File: config.mk
export PLATFORM = sky130hd
export DESIGN_NAME = chip_test_sequencer
export DESIGN_NICKNAME = d
export VERILOG_FILES = /design/src/rtl/chip_test_pkg.sv /design/src/rtl/button_debounce.sv /design/src/rtl/chip_test_sequencer.sv
export SDC_FILE = /design/constraint.sdc
export NUM_CORES = 1
export LEC_CHECK = 0
export ABC_AREA = 0
export BUFFER_PORTS_ARGS = -buffer_cell sky130_fd_sc_hd__buf_2
export CAP_MARGIN = 20
export CORE_MARGIN = 2
export CORE_UTILIZATION = 50
export DETAILED_ROUTE_END_ITERATION = 12
export HOLD_SLACK_MARGIN = 0.03
export MAX_ROUTING_LAYER = met4
export PLACE_DENSITY = 0.67
export SETUP_SLACK_MARGIN = 0.5
export SKIP_CTS_REPAIR_TIMING = 1
export SLEW_MARGIN = 10
export SYNTH_ARGS = -nofsm -noshare
export SYNTH_HDL_FRONTEND = slang
export SYNTH_SLANG_ARGS = --single-unit
File: constraint.sdc
create_clock -name Clk -period 2.7 [get_ports Clk]
set_input_delay 0.54 -clock Clk [delete_from_list [all_inputs] [get_ports Clk]]
set_output_delay 0.54 -clock Clk [all_outputs]
set_load 0.005 [all_outputs]
File: src/rtl/chip_test_pkg.sv
// Shared types and constants for the chip test sequencer and its debouncer.
package chip_test_pkg;

    typedef enum logic [2:0] {
        ST_IDLE,
        ST_LAUNCH,
        ST_WAIT_DONE,
        ST_SETTLE,
        ST_SHOW,
        ST_RELEASE
    } seq_state_t;

    typedef logic [1:0] result_code_t;

    localparam result_code_t RES_NONE    = 2'b00;
    localparam result_code_t RES_PASS    = 2'b01;
    localparam result_code_t RES_FAIL    = 2'b10;
    localparam result_code_t RES_TIMEOUT = 2'b11;

    localparam int SETTLE_CYCLES = 2;
    localparam int RELEASE_MAX   = 4;

    function automatic logic [7:0] sat_inc(input logic [7:0] v);
        return (v == 8'hFF) ? v : v + 8'd1;
    endfunction

endpackage

File: src/rtl/button_debounce.sv
// Synchronizes a raw button and emits a one-cycle pulse on each debounced rising edge.
module button_debounce #(
    parameter int DEBOUNCE_CYCLES = 16
) (
    input  logic Clk,
    input  logic Reset_n,
    input  logic btn,
    output logic start_evt
);

    localparam int CW = $clog2(DEBOUNCE_CYCLES + 1);

    logic          sync1, sync2;
    logic          level;
    logic [CW-1:0] cnt;

    // cnt tracks how many consecutive samples disagree with the accepted level
    always_ff @(posedge Clk or negedge Reset_n) begin
        if (!Reset_n) begin
            sync1     <= 1'b0;
            sync2     <= 1'b0;
            level     <= 1'b0;
            cnt       <= '0;
            start_evt <= 1'b0;
        end else begin
            sync1     <= btn;
            sync2     <= sync1;
            start_evt <= 1'b0;
            if (sync2 == level) begin
                cnt <= '0;
            end else if (cnt == CW'(DEBOUNCE_CYCLES - 1)) begin
                cnt       <= '0;
                level     <= sync2;
                start_evt <= sync2;
            end else begin
                cnt <= cnt + CW'(1);
            end
        end
    end

endmodule

File: src/rtl/chip_test_sequencer.sv
// Launches a chip tester from a debounced button, grades its result, shows it,
// then releases the tester; keeps saturating pass/fail tallies.
module chip_test_sequencer
    import chip_test_pkg::*;
#(
    parameter int DEBOUNCE_CYCLES = 16,
    parameter int HOLD_CYCLES     = 1000,
    parameter int TIMEOUT_CYCLES  = 4096
) (
    input  logic         Clk,
    input  logic         Reset_n,
    input  logic         Start_btn,
    input  logic         Done,
    input  logic         RSLT,
    output logic         Run,
    output logic         DISP_RSLT,
    output logic         Busy,
    output result_code_t Result_code,
    output logic [7:0]   Pass_count,
    output logic [7:0]   Fail_count
);

    localparam int TM1  = (HOLD_CYCLES > TIMEOUT_CYCLES) ? HOLD_CYCLES : TIMEOUT_CYCLES;
    localparam int TMAX = (TM1 > RELEASE_MAX) ? TM1 : RELEASE_MAX;
    localparam int CW   = $clog2(TMAX + 1);

    seq_state_t    state, state_nx;
    logic [CW-1:0] timer, timer_nx;
    result_code_t  code_nx;
    logic          pass_inc, fail_inc;
    logic          start_evt;

    button_debounce #(.DEBOUNCE_CYCLES(DEBOUNCE_CYCLES)) u_debounce (
        .Clk       (Clk),
        .Reset_n   (Reset_n),
        .btn       (Start_btn),
        .start_evt (start_evt)
    );

    // One shared timer; it is zeroed on every state change
    always_comb begin
        state_nx = state;
        timer_nx = timer;
        code_nx  = Result_code;
        pass_inc = 1'b0;
        fail_inc = 1'b0;
        unique case (state)
            ST_IDLE: begin
                timer_nx = '0;
                if (start_evt) state_nx = ST_LAUNCH;
            end
            ST_LAUNCH: begin
                timer_nx = '0;
                state_nx = ST_WAIT_DONE;
            end
            ST_WAIT_DONE: begin
                if (Done) begin
                    state_nx = ST_SETTLE;
                    timer_nx = '0;
                end else if (timer == CW'(TIMEOUT_CYCLES - 1)) begin
                    state_nx = ST_SHOW;
                    timer_nx = '0;
                    code_nx  = RES_TIMEOUT;
                    fail_inc = 1'b1;
                end else begin
                    timer_nx = timer + CW'(1);
                end
            end
            ST_SETTLE: begin
                if (timer == CW'(SETTLE_CYCLES - 1)) begin
                    state_nx = ST_SHOW;
                    timer_nx = '0;
                    code_nx  = RSLT ? RES_PASS : RES_FAIL;
                    pass_inc = RSLT;
                    fail_inc = !RSLT;
                end else begin
                    timer_nx = timer + CW'(1);
                end
            end
            ST_SHOW: begin
                if (timer == CW'(HOLD_CYCLES - 1)) begin
                    state_nx = ST_RELEASE;
                    timer_nx = '0;
                end else begin
                    timer_nx = timer + CW'(1);
                end
            end
            ST_RELEASE: begin
                // A timed-out tester never raised Done, so one release cycle suffices
                if (Result_code == RES_TIMEOUT || !Done || timer == CW'(RELEASE_MAX - 1)) begin
                    state_nx = ST_IDLE;
                    timer_nx = '0;
                end else begin
                    timer_nx = timer + CW'(1);
                end
            end
            default: begin
                state_nx = ST_IDLE;
                timer_nx = '0;
            end
        endcase
    end

    always_ff @(posedge Clk or negedge Reset_n) begin
        if (!Reset_n) begin
            state       <= ST_IDLE;
            timer       <= '0;
            Result_code <= RES_NONE;
            Pass_count  <= 8'd0;
            Fail_count  <= 8'd0;
            Run         <= 1'b0;
            DISP_RSLT   <= 1'b0;
            Busy        <= 1'b0;
        end else begin
            state       <= state_nx;
            timer       <= timer_nx;
            Result_code <= code_nx;
            if (pass_inc) Pass_count <= sat_inc(Pass_count);
            if (fail_inc) Fail_count <= sat_inc(Fail_count);
            Run       <= (state_nx == ST_LAUNCH);
            DISP_RSLT <= (state_nx == ST_RELEASE);
            Busy      <= (state_nx != ST_IDLE);
        end
    end

endmodule

* Word level (Yosys, flattened, before mapping)
Index checks and enable logic that the tools add are counted. W data, S select, Z words.
Storage, ports and cells: register bits after elaboration 46, input port bits 5, output and inout bits 21, word-level logic and storage cells 78
Cells by class: add/sub/neg operators 4, reductions and logical operators 11, muxes and demuxes 28, bitwise operators 3, equal/unequal tests 19
Operators with widths (count):
- $mux W13 | 5
- $pmux W13 S4 | 1
- $mux W3 | 6
- $pmux W3 S6 | 1
- $add A8 B1 Y8 const B | 2
- $eq A8 B8 Y1 const B | 2
- $add A13 B1 Y13 const B | 1
- $eq A13 B1 Y1 const B | 1
- $eq A13 B10 Y1 const B | 1
- $eq A13 B12 Y1 const B | 1
- $eq A13 B2 Y1 const B | 1
- $mux W5 | 2
- $eq A3 B3 Y1 const B | 3
- $mux W2 | 4
- $mux W1 | 7
- $eq A3 B1 Y1 const B | 2
- $eq A3 B2 Y1 const B | 2
- $ne A2 B2 Y1 const B | 3
- $reduce_and A2 Y1 | 3
- $add A5 B1 Y5 const B | 1
- $eq A5 B4 Y1 const B | 1
- $pmux W2 S2 | 1
- $reduce_and A4 Y1 | 1
- $logic_not A3 Y1 | 1
- 8 further kinds | 12

* Logic depth before layout (Yosys ltp)
Gate-level depths: netlist of run 1.
depth after elaboration 6, gate-level depth with buffers 7, depth with buffers taken out 6

* Cells and area by module
From an unflattened synthesis of run 1, not the netlist that was laid out.
Unflattened totals: cell total of the unflattened synthesis 215, area, all modules 2303.5 um2
By module, submodules not included:
- chip_test_sequencer | sequential area each 925.9 um2, cells each 190, instances 1, area an instance 1968.1 um2
- button_debounce | sequential area each 225.2 um2, cells each 25, instances 1, area an instance 335.3 um2

* Worst setup path after synthesis of run 1
No wires, ideal clock.
path type register -> register, start point reg timer[0], end point reg Fail_count[1], setup time 125 ps, cell stages (with the launch flop) 7, period minus slack after synthesis 2159 ps, path buffers 0, data required time 2575 ps, arrival 2034 ps, slack 541 ps, cell sequence dfrtp_1 -> ha_1 -> nand3_1 -> or4_4 -> nor4_4 -> o21ai_2 -> mux2_4
On the way: word-level cells in the longest chain between the ends 5, elaborated cells between the ends (all ways) 7, those cells by class eq/ne: 2; mux: 4; reduce/logical: 1
Ends and longest elaborated chain:
- start, declared | line chip_test_sequencer.sv:28 | logic [CW-1:0] timer, timer_nx;
- start signal, assigned | line chip_test_sequencer.sv:116 | timer <= timer_nx;
- $eq A13 B12 Y1 | line chip_test_sequencer.sv:60 | end else if (timer == CW'(TIMEOUT_CYCLES - 1)) begin
- $mux W1 | line chip_test_sequencer.sv:60
- $mux W1 | line chip_test_sequencer.sv:57 | if (Done) begin
- $pmux W1 S2 (*) | line chip_test_sequencer.sv:47 | unique case (state)
- $reduce_and A2 Y1 (no source line) (*)
- end signal, assigned | line chip_test_sequencer.sv:119 | if (fail_inc) Fail_count <= sat_inc(Fail_count);
- end, declared | line chip_test_sequencer.sv:20 | output logic [7:0] Fail_count
Mark *: on every way between the ends. The rest lies on a longest branch, timed or not. A chain may end at the register's enable or synchronous reset.

* Worst setup path in the final report of run 1
Ends and elaborated chain as after synthesis.

==> metrics, run 1 <==
status finished, final reports clean; placed wire-length estimate 2860 um; routed len/inst 13.5 um; Setup crit start kind flip-flop; Setup CP Type reg2reg; P_leak 1.19 nW; DR pass1 iterations 4; IO buf count 25; Post-synth EDFFs 0; final worst path period share 80.5%; Final Hold Vio Count 0; drt initial violations 58; max_cap viols 0; Fin Setup TNS 0 ps; Syn Nets 224; share of the synthesized area in the top cell type 51.3%; CTS Buf Count 5; sequential-to-total area share from yosys stat 51.3%; Worst path max stage delay 470 ps; final wirelength 4050 um; Synth Area in Adders 3.90%; Async S/R FF share, synth 100%; first-pass GRT wire length 7080 um; CTS sink count 46; GRT Util Overall 18.2%; multiplexer share of the synthesized area 2.12%; share of cells above drive strength 1 25.0%; clock-pin slew on the worst setup and hold paths 90 ps; setup violators final 0; Mapped Cells 212; Final Max Slew Viols 0; top post-synthesis cells by count dfrtp_1 (46), nor2_1 (27), xnor2_1 (17), nand3_1 (15), nor3_1 (11); post-route ant nets 0; slew margin rel. 66.9%; Initial Util 51.6%; die height 71 um; Worst EP arrival 2370 ps; Worst Setup End Kind flip-flop; delay-heaviest family, CP simple AND/OR/NAND/NOR gates; largest family of logic cells by synthesized area simple AND/OR/NAND/NOR gates; synth warn 0; peak supply drop 0.442 mV; CTS tree done; nets@finish 259; die width 71 um; row cnt 24; post-synthesis xor/xnor area fraction 10.1%; core area 0.00435 mm^2; CP Cell Sequence ha_4, nand3_2, or4_4, nor4_4, buf_6, o21ai_2, mux2_4; Layout Skew 6.69 ps; Clock Latency Late Sink 300 ps; Buf/Inv on CP 1; Synth Area in Compound Gates 7.47%; most common cell in the netlist dfrtp_1; power per cell area 715 mW/mm^2; Tot Pwr 1.91 mW; Top FF cell, synth dfrtp_1; top cells by area, synth dfrtp_1 (51%), xnor2_1 (6.6%), nor2_1 (4.5%), ha_1 (3.9%), xor2_1 (3.5%); Syn Area/Cell 10.6 um^2; CTS max path bufs 2; post-synthesis simple-gate area fraction 23.1%; # H-tree levels 2; CP Data Required Time 2890 ps; GRT overflow 0; Root Driver clkbuf_8; largest area contributor in the netlist dfrtp_1; Die Area 0.00504 mm^2; Distinct cells, synth 45; RSZ-0062 raised after global routing true; maximum fanout along the worst path 5; flip-flop and latch count after synthesis 46; vias in the first global route 1581; mapped cell area 0.00224 mm^2; Period minus WS final 2170 ps; Critical-path top delay cell or4_4; pin count of the biggest net entering global routing 30; Final GP Congestion 0.893; initial antenna violation count 0; total number of vias 1637; Worst Tran Pin Value 493 ps; vias per cell 5.46; Worst Hold Class in2async; Area Overhead vs Synth 18.7%; antenna cells 0; Fmax achieved 0.460 GHz; # DRC 0; num ports 26
path summary, 6_finish.rpt:
check	start	endpoint	slack, ps	cells after the start
max in group asynchronous	Reset_n	Result_code[0]	1860	2
min in group Clk	Start_btn	u_debounce.sync1	350	1
setup / recovery	timer[0]	Fail_count[1]	530	7
hold / removal	Reset_n	timer[7]	150	1
setup reg to reg	timer[0]	Fail_count[1]	530	7
hold reg to reg	u_debounce.sync1	u_debounce.sync2	370	0
worst register-to-register path, cell delays in order (launching register included):
cell and delay [ps]:
dfrtp_1 420, ha_4 180, nand3_2 90, or4_4 470, nor4_4 370, buf_6 160, o21ai_2 70, mux2_4 310
where the power goes:
group	switching, mW	leakage (nW)	total, mW	internal (mW)
clock	0.240	0.0683	0.610	0.371
sequential	0.0926	0.616	0.860	0.767
combinational	0.231	0.510	0.436	0.205
cell usage in the layout, fill, tap and decap left out, drive strengths merged, types with 2 or more instances in the layout:
cell	netlist	layout
nor2b	2	2
nor3b	2	2
dfrtp	46	46
ha	7	7
nand3	15	15
xnor2	17	17
bufinv	0	2
nor4	5	5
nand4	11	11
clkbuf	2	5
nand2	7	7
nand4b	2	2
nor4b	2	2
o21bai	2	2
o21ai	12	12
xor2	9	9
nor3	12	12
a21oi	4	4
nor2	27	27
mux2	3	3
and3	2	2
buf	3	33
inv	6	6
per-layer routing:
metal | global-route usage [%] | wire length, um
met3 | 4.27 | 165
met5 | - | 0
met1 | 24.4 | 1970
met4 | 5.66 | 53
met2 | 27.7 | 1870
registers in the layout, indices dropped and copies added (netlist names):
| register | cells |
|---|---|
| Result_code | 2 |
| u_debounce.cnt | 5 |
| Pass_count | 8 |
| timer | 13 |
| Run | 1 |
| u_debounce.start_evt | 1 |
| Busy | 1 |
| u_debounce.sync1 | 1 |
| DISP_RSLT | 1 |
| u_debounce.level | 1 |
| state | 3 |
| u_debounce.sync2 | 1 |
| Fail_count | 8 |
cell type report:
type | count | area [um^2]
tap | 52 | 65.1
sequential | 46 | 1150
multi-input combinational | 155 | 1100
inverter | 6 | 22.5
fill | 366 | 1690
timing repair buffer | 33 | 186
clock buffer | 5 | 68.8
clock inverter | 3 | 68.8
metrics by stage:
step                hold slack [ps]  setup WS (ps)  utilization (%)  cells  cell area [um^2]
floorplan                       244            541                -    212              2240
global placement                341            403             55.9    287              2430
detailed placement              337            334             55.9    287              2430
CTS                             164            286             59.1    295              2570
global route                    169            424             61.2    300              2670
finish                          148            525             61.2    300              2670
kinds of logic after synthesis:
kind of cell    Yosys count
compound gates           26
mux                       4
xor+xnor                 26
flops                    46
fa+ha+maj                 7
buf+inv                  11
simple gates             92
(Power assumes the default switching activity.)
==> run 2, diff against run 1 <==
--- a/config.mk
+++ b/config.mk
@@ -13,7 +13,7 @@
 export DETAILED_ROUTE_END_ITERATION = 12
 export HOLD_SLACK_MARGIN = 0.03
 export MAX_ROUTING_LAYER = met4
-export PLACE_DENSITY = 0.67
+export PLACE_DENSITY = 0.7
 export SETUP_SLACK_MARGIN = 0.5
 export SKIP_CTS_REPAIR_TIMING = 1
 export SLEW_MARGIN = 10
==> constraint.sdc (replaced) <==
create_clock -name Clk -period 1.8 [get_ports Clk]
set_input_delay 0.36 -clock Clk [delete_from_list [all_inputs] [get_ports Clk]]
set_output_delay 0.36 -clock Clk [all_outputs]
set_load 0.005 [all_outputs]
==> run 2 against run 1 <==
Compared with the run above:
- clock power rose by 23%
- wire length rose by 35%
- sequential share of layout area fell by 7.1 points
- register-to-register slack worse by 700 ps
- design area is 20% higher
- first-iteration DRC count grew to 2.7 times the previous value
- the flow now finishes with violations (setup timing)
- cell count is 14% higher
- utilization grew 12 points
- power grew 58%
- combinational power is 130% higher
- count of clock-buffer cells in the layout is 2 higher
- critical path depth increased by 2
==> metrics, run 2 (same netlist as run 1, synthesis figures left out) <==
Worst EP arrival 2170 ps (-200 ps); Final Hold Vio Count 0 (unchanged); status finished with violations; CTS sink count 46 (unchanged); Largest Register timer; die height 71 um (unchanged); # DRC 0 (unchanged); nets@finish 301 (+16%); Critical-path top delay cell dfrtp_1; CP Data Required Time 1990 ps (-900 ps); RSZ-0062 raised after global routing true; share of cells above drive strength 1 42.1% (+17 points); Sequential Power Share 41.6% (-3.5 points); Non-Filler Instances 342 (+14%); cell depth of the worst setup path 9 (+2); fin worst setup slack -176 ps (-702 ps); Tot Pwr 3.01 mW (+58%); clock-pin slew on the worst setup and hold paths 80 ps (about the same); GRT Util Overall 21.1% (+2.9 points); Placed Area 0.00277 mm^2 (+14%); placed wire-length estimate 3500 um (+22%); commonest non-fill, non-tap cell in the layout dfrtp_1; IO buf count 25 (unchanged); final wirelength 5480 um (+35%); die width 71 um (unchanged); Period minus WS final 1980 ps (-198 ps); CP Cell Sequence buf_4, inv_1, ha_2, nand4_1, buf_6, nor3_4, buf_4, o21ai_4, mux2_4; Initial Util 51.6% (unchanged); cell mode on critical path buf_4; Buf/Inv on CP 4 (+3); FF-to-FF path depth 9 (+2); P_leak 1.45 nW (+21%); Layout Skew 6.35 ps (-0.345 ps); CTS max path bufs 2 (unchanged); GRT overflow 0 (unchanged); number of flip-flops in the largest register 13 (unchanged); DR pass1 iterations 4 (unchanged); max_cap viols 0 (unchanged); Worst Hold Class in2async; P_sw 0.947 mW (+68%); clock network power share 24.9% (-7.1 points); Root Driver clkbuf_8; Final Cell Area 0.00319 mm^2 (+20%); RR Startpoint timer[1]; drt initial violations 157 (+170%); Die Area 0.00504 mm^2 (unchanged); Clock Latency Late Sink 300 ps (about the same); Crit. Startpoint timer[1]; RR Endpoint Fail_count[1]; Setup crit end Fail_count[1]; Final Max Slew Viols 0 (unchanged); maximum fanout along the worst path 3 (-2); vias in the first global route 1755 (+11%); num ports 26 (unchanged); internal power 2.07 mW (+54%); power per cell area 946 mW/mm^2 (+32%); Area Overhead vs Synth 41.9%; Final GP Congestion 0.847 (-5.1%); Worst Setup End Kind flip-flop; delay-heaviest family, CP buffers and inverters; pin count of the biggest net entering global routing 47 (+57%); core area 0.00435 mm^2 (unchanged); Fmax achieved 0.506 GHz (+10%); Sw Share 31.4% (+1.9 points); Top Registers timer: 13 flops, Fail_count: 8 flops, Pass_count: 8 flops; Setup CP Type reg2reg; slew margin rel. 62.2% (-4.7 points); final worst path period share 110% (+29 points); row cnt 24 (unchanged); FF-to-FF setup slack -180 ps (-700 ps); CTS tree done; Placed Cells incl. Taps 324 (+13%); total number of vias 1901 (+16%); peak supply drop 0.536 mV (+21%); combinational cell fraction of total power 33.5% (+11 points); failing checks setup timing; initial antenna violation count 0 (unchanged); # H-tree levels 2 (unchanged); vias per cell 5.56 (+1.9%); Worst path max stage delay 420 ps (-50 ps); post-route ant nets 0 (unchanged); first-pass GRT wire length 8130 um (+15%); CTS Buf Count 5 (unchanged); routed len/inst 16.0 um (+19%); antenna cells 0 (unchanged); setup violators final 32 (+32); Worst Tran Pin Value 562 ps (+69.4 ps); most frequent cells in the layout dfrtp_1 (43), buf_4 (38), nor2_1 (26), buf_2 (25), xnor2_1 (14); Setup crit start kind flip-flop
[run 2: cell types whose count changed in the layout (fill, tap and decap cells not counted), moves of 3 or more]
cell / change
o21ai_4: +3
nand3_2: +3
o21ai_0: -7
xnor2_1: -3
xnor2_2: +3
buf_6: +9
buf_4: +32
nand3_1: -3
[run 2: worst min path at each step]
stage / cells past startpoint / start / endpoint
2_1_floorplan: 0 / Reset_n / Busy
3_3_place_gp: 0 / u_debounce.sync1 / u_debounce.sync2
3_5_place_dp: 0 / u_debounce.sync1 / u_debounce.sync2
4_1_cts: 2 / Reset_n / Pass_count[1]
5_1_grt: 2 / Reset_n / u_debounce.sync2
6_report: 2 / Reset_n / u_debounce.sync1
[run 2: through the flow]
| stage | setup WS [ps] | setup TNS [ps] | util, % | hold WS [ps] |
|---|---|---|---|---|
| final | -176 | -3390 | 73.2 | 30.1 |
| after global routing | -278 | -6530 | 73.2 | 51.0 |
| after CTS | -322 | -5280 | 66.1 | 37.4 |
| after detailed placement | -275 | -4300 | 63.6 | 342 |
| after global placement | -224 | -3470 | 63.6 | 336 |
| after floorplan | -299 | -2940 | - | 64.4 |
[run 2: layout make-up]
| class | instances | area, um^2 |
|---|---|---|
| Sequential cell | 46 | 1150 |
| Tap cell | 52 | 65.1 |
| Clock buffer | 7 | 76.3 |
| Multi-Input combinational cell | 155 | 1270 |
| Inverter | 6 | 22.5 |
| Clock inverter | 1 | 30.0 |
| Timing Repair Buffer | 75 | 563 |
| Fill cell | 290 | 1170 |
[run 2: layer usage]
layer | track usage, % | vias up | part of all wire (%)
li1 | - | 910 | -
met1 | 28.7 | 936 | 43
met2 | 32.1 | 46 | 52
met3 | 3.85 | 9 | 3.3
met4 | 7.55 | 0 | 1.1
met5 | - | - | 0
[run 2: power groups by stage]
stage / clock, mW / combinational (mW) / sequential [mW]
after floorplan: 0 / 0.518 / 1.26
after global placement: 0 / 0.846 / 1.26
after detailed placement: 0 / 0.875 / 1.27
after CTS: 0.758 / 0.879 / 1.25
after global routing: 0.799 / 1.11 / 1.27
final: 0.749 / 1.01 / 1.25
[run 2: worst register-to-register path, stage by stage, from the launching register on]
cell and delay (ps):
dfrtp_1 420, buf_4 150, inv_1 60, ha_2 190
nand4_1 140, buf_6 180, nor3_4 200, buf_4 160
o21ai_4 70, mux2_4 300
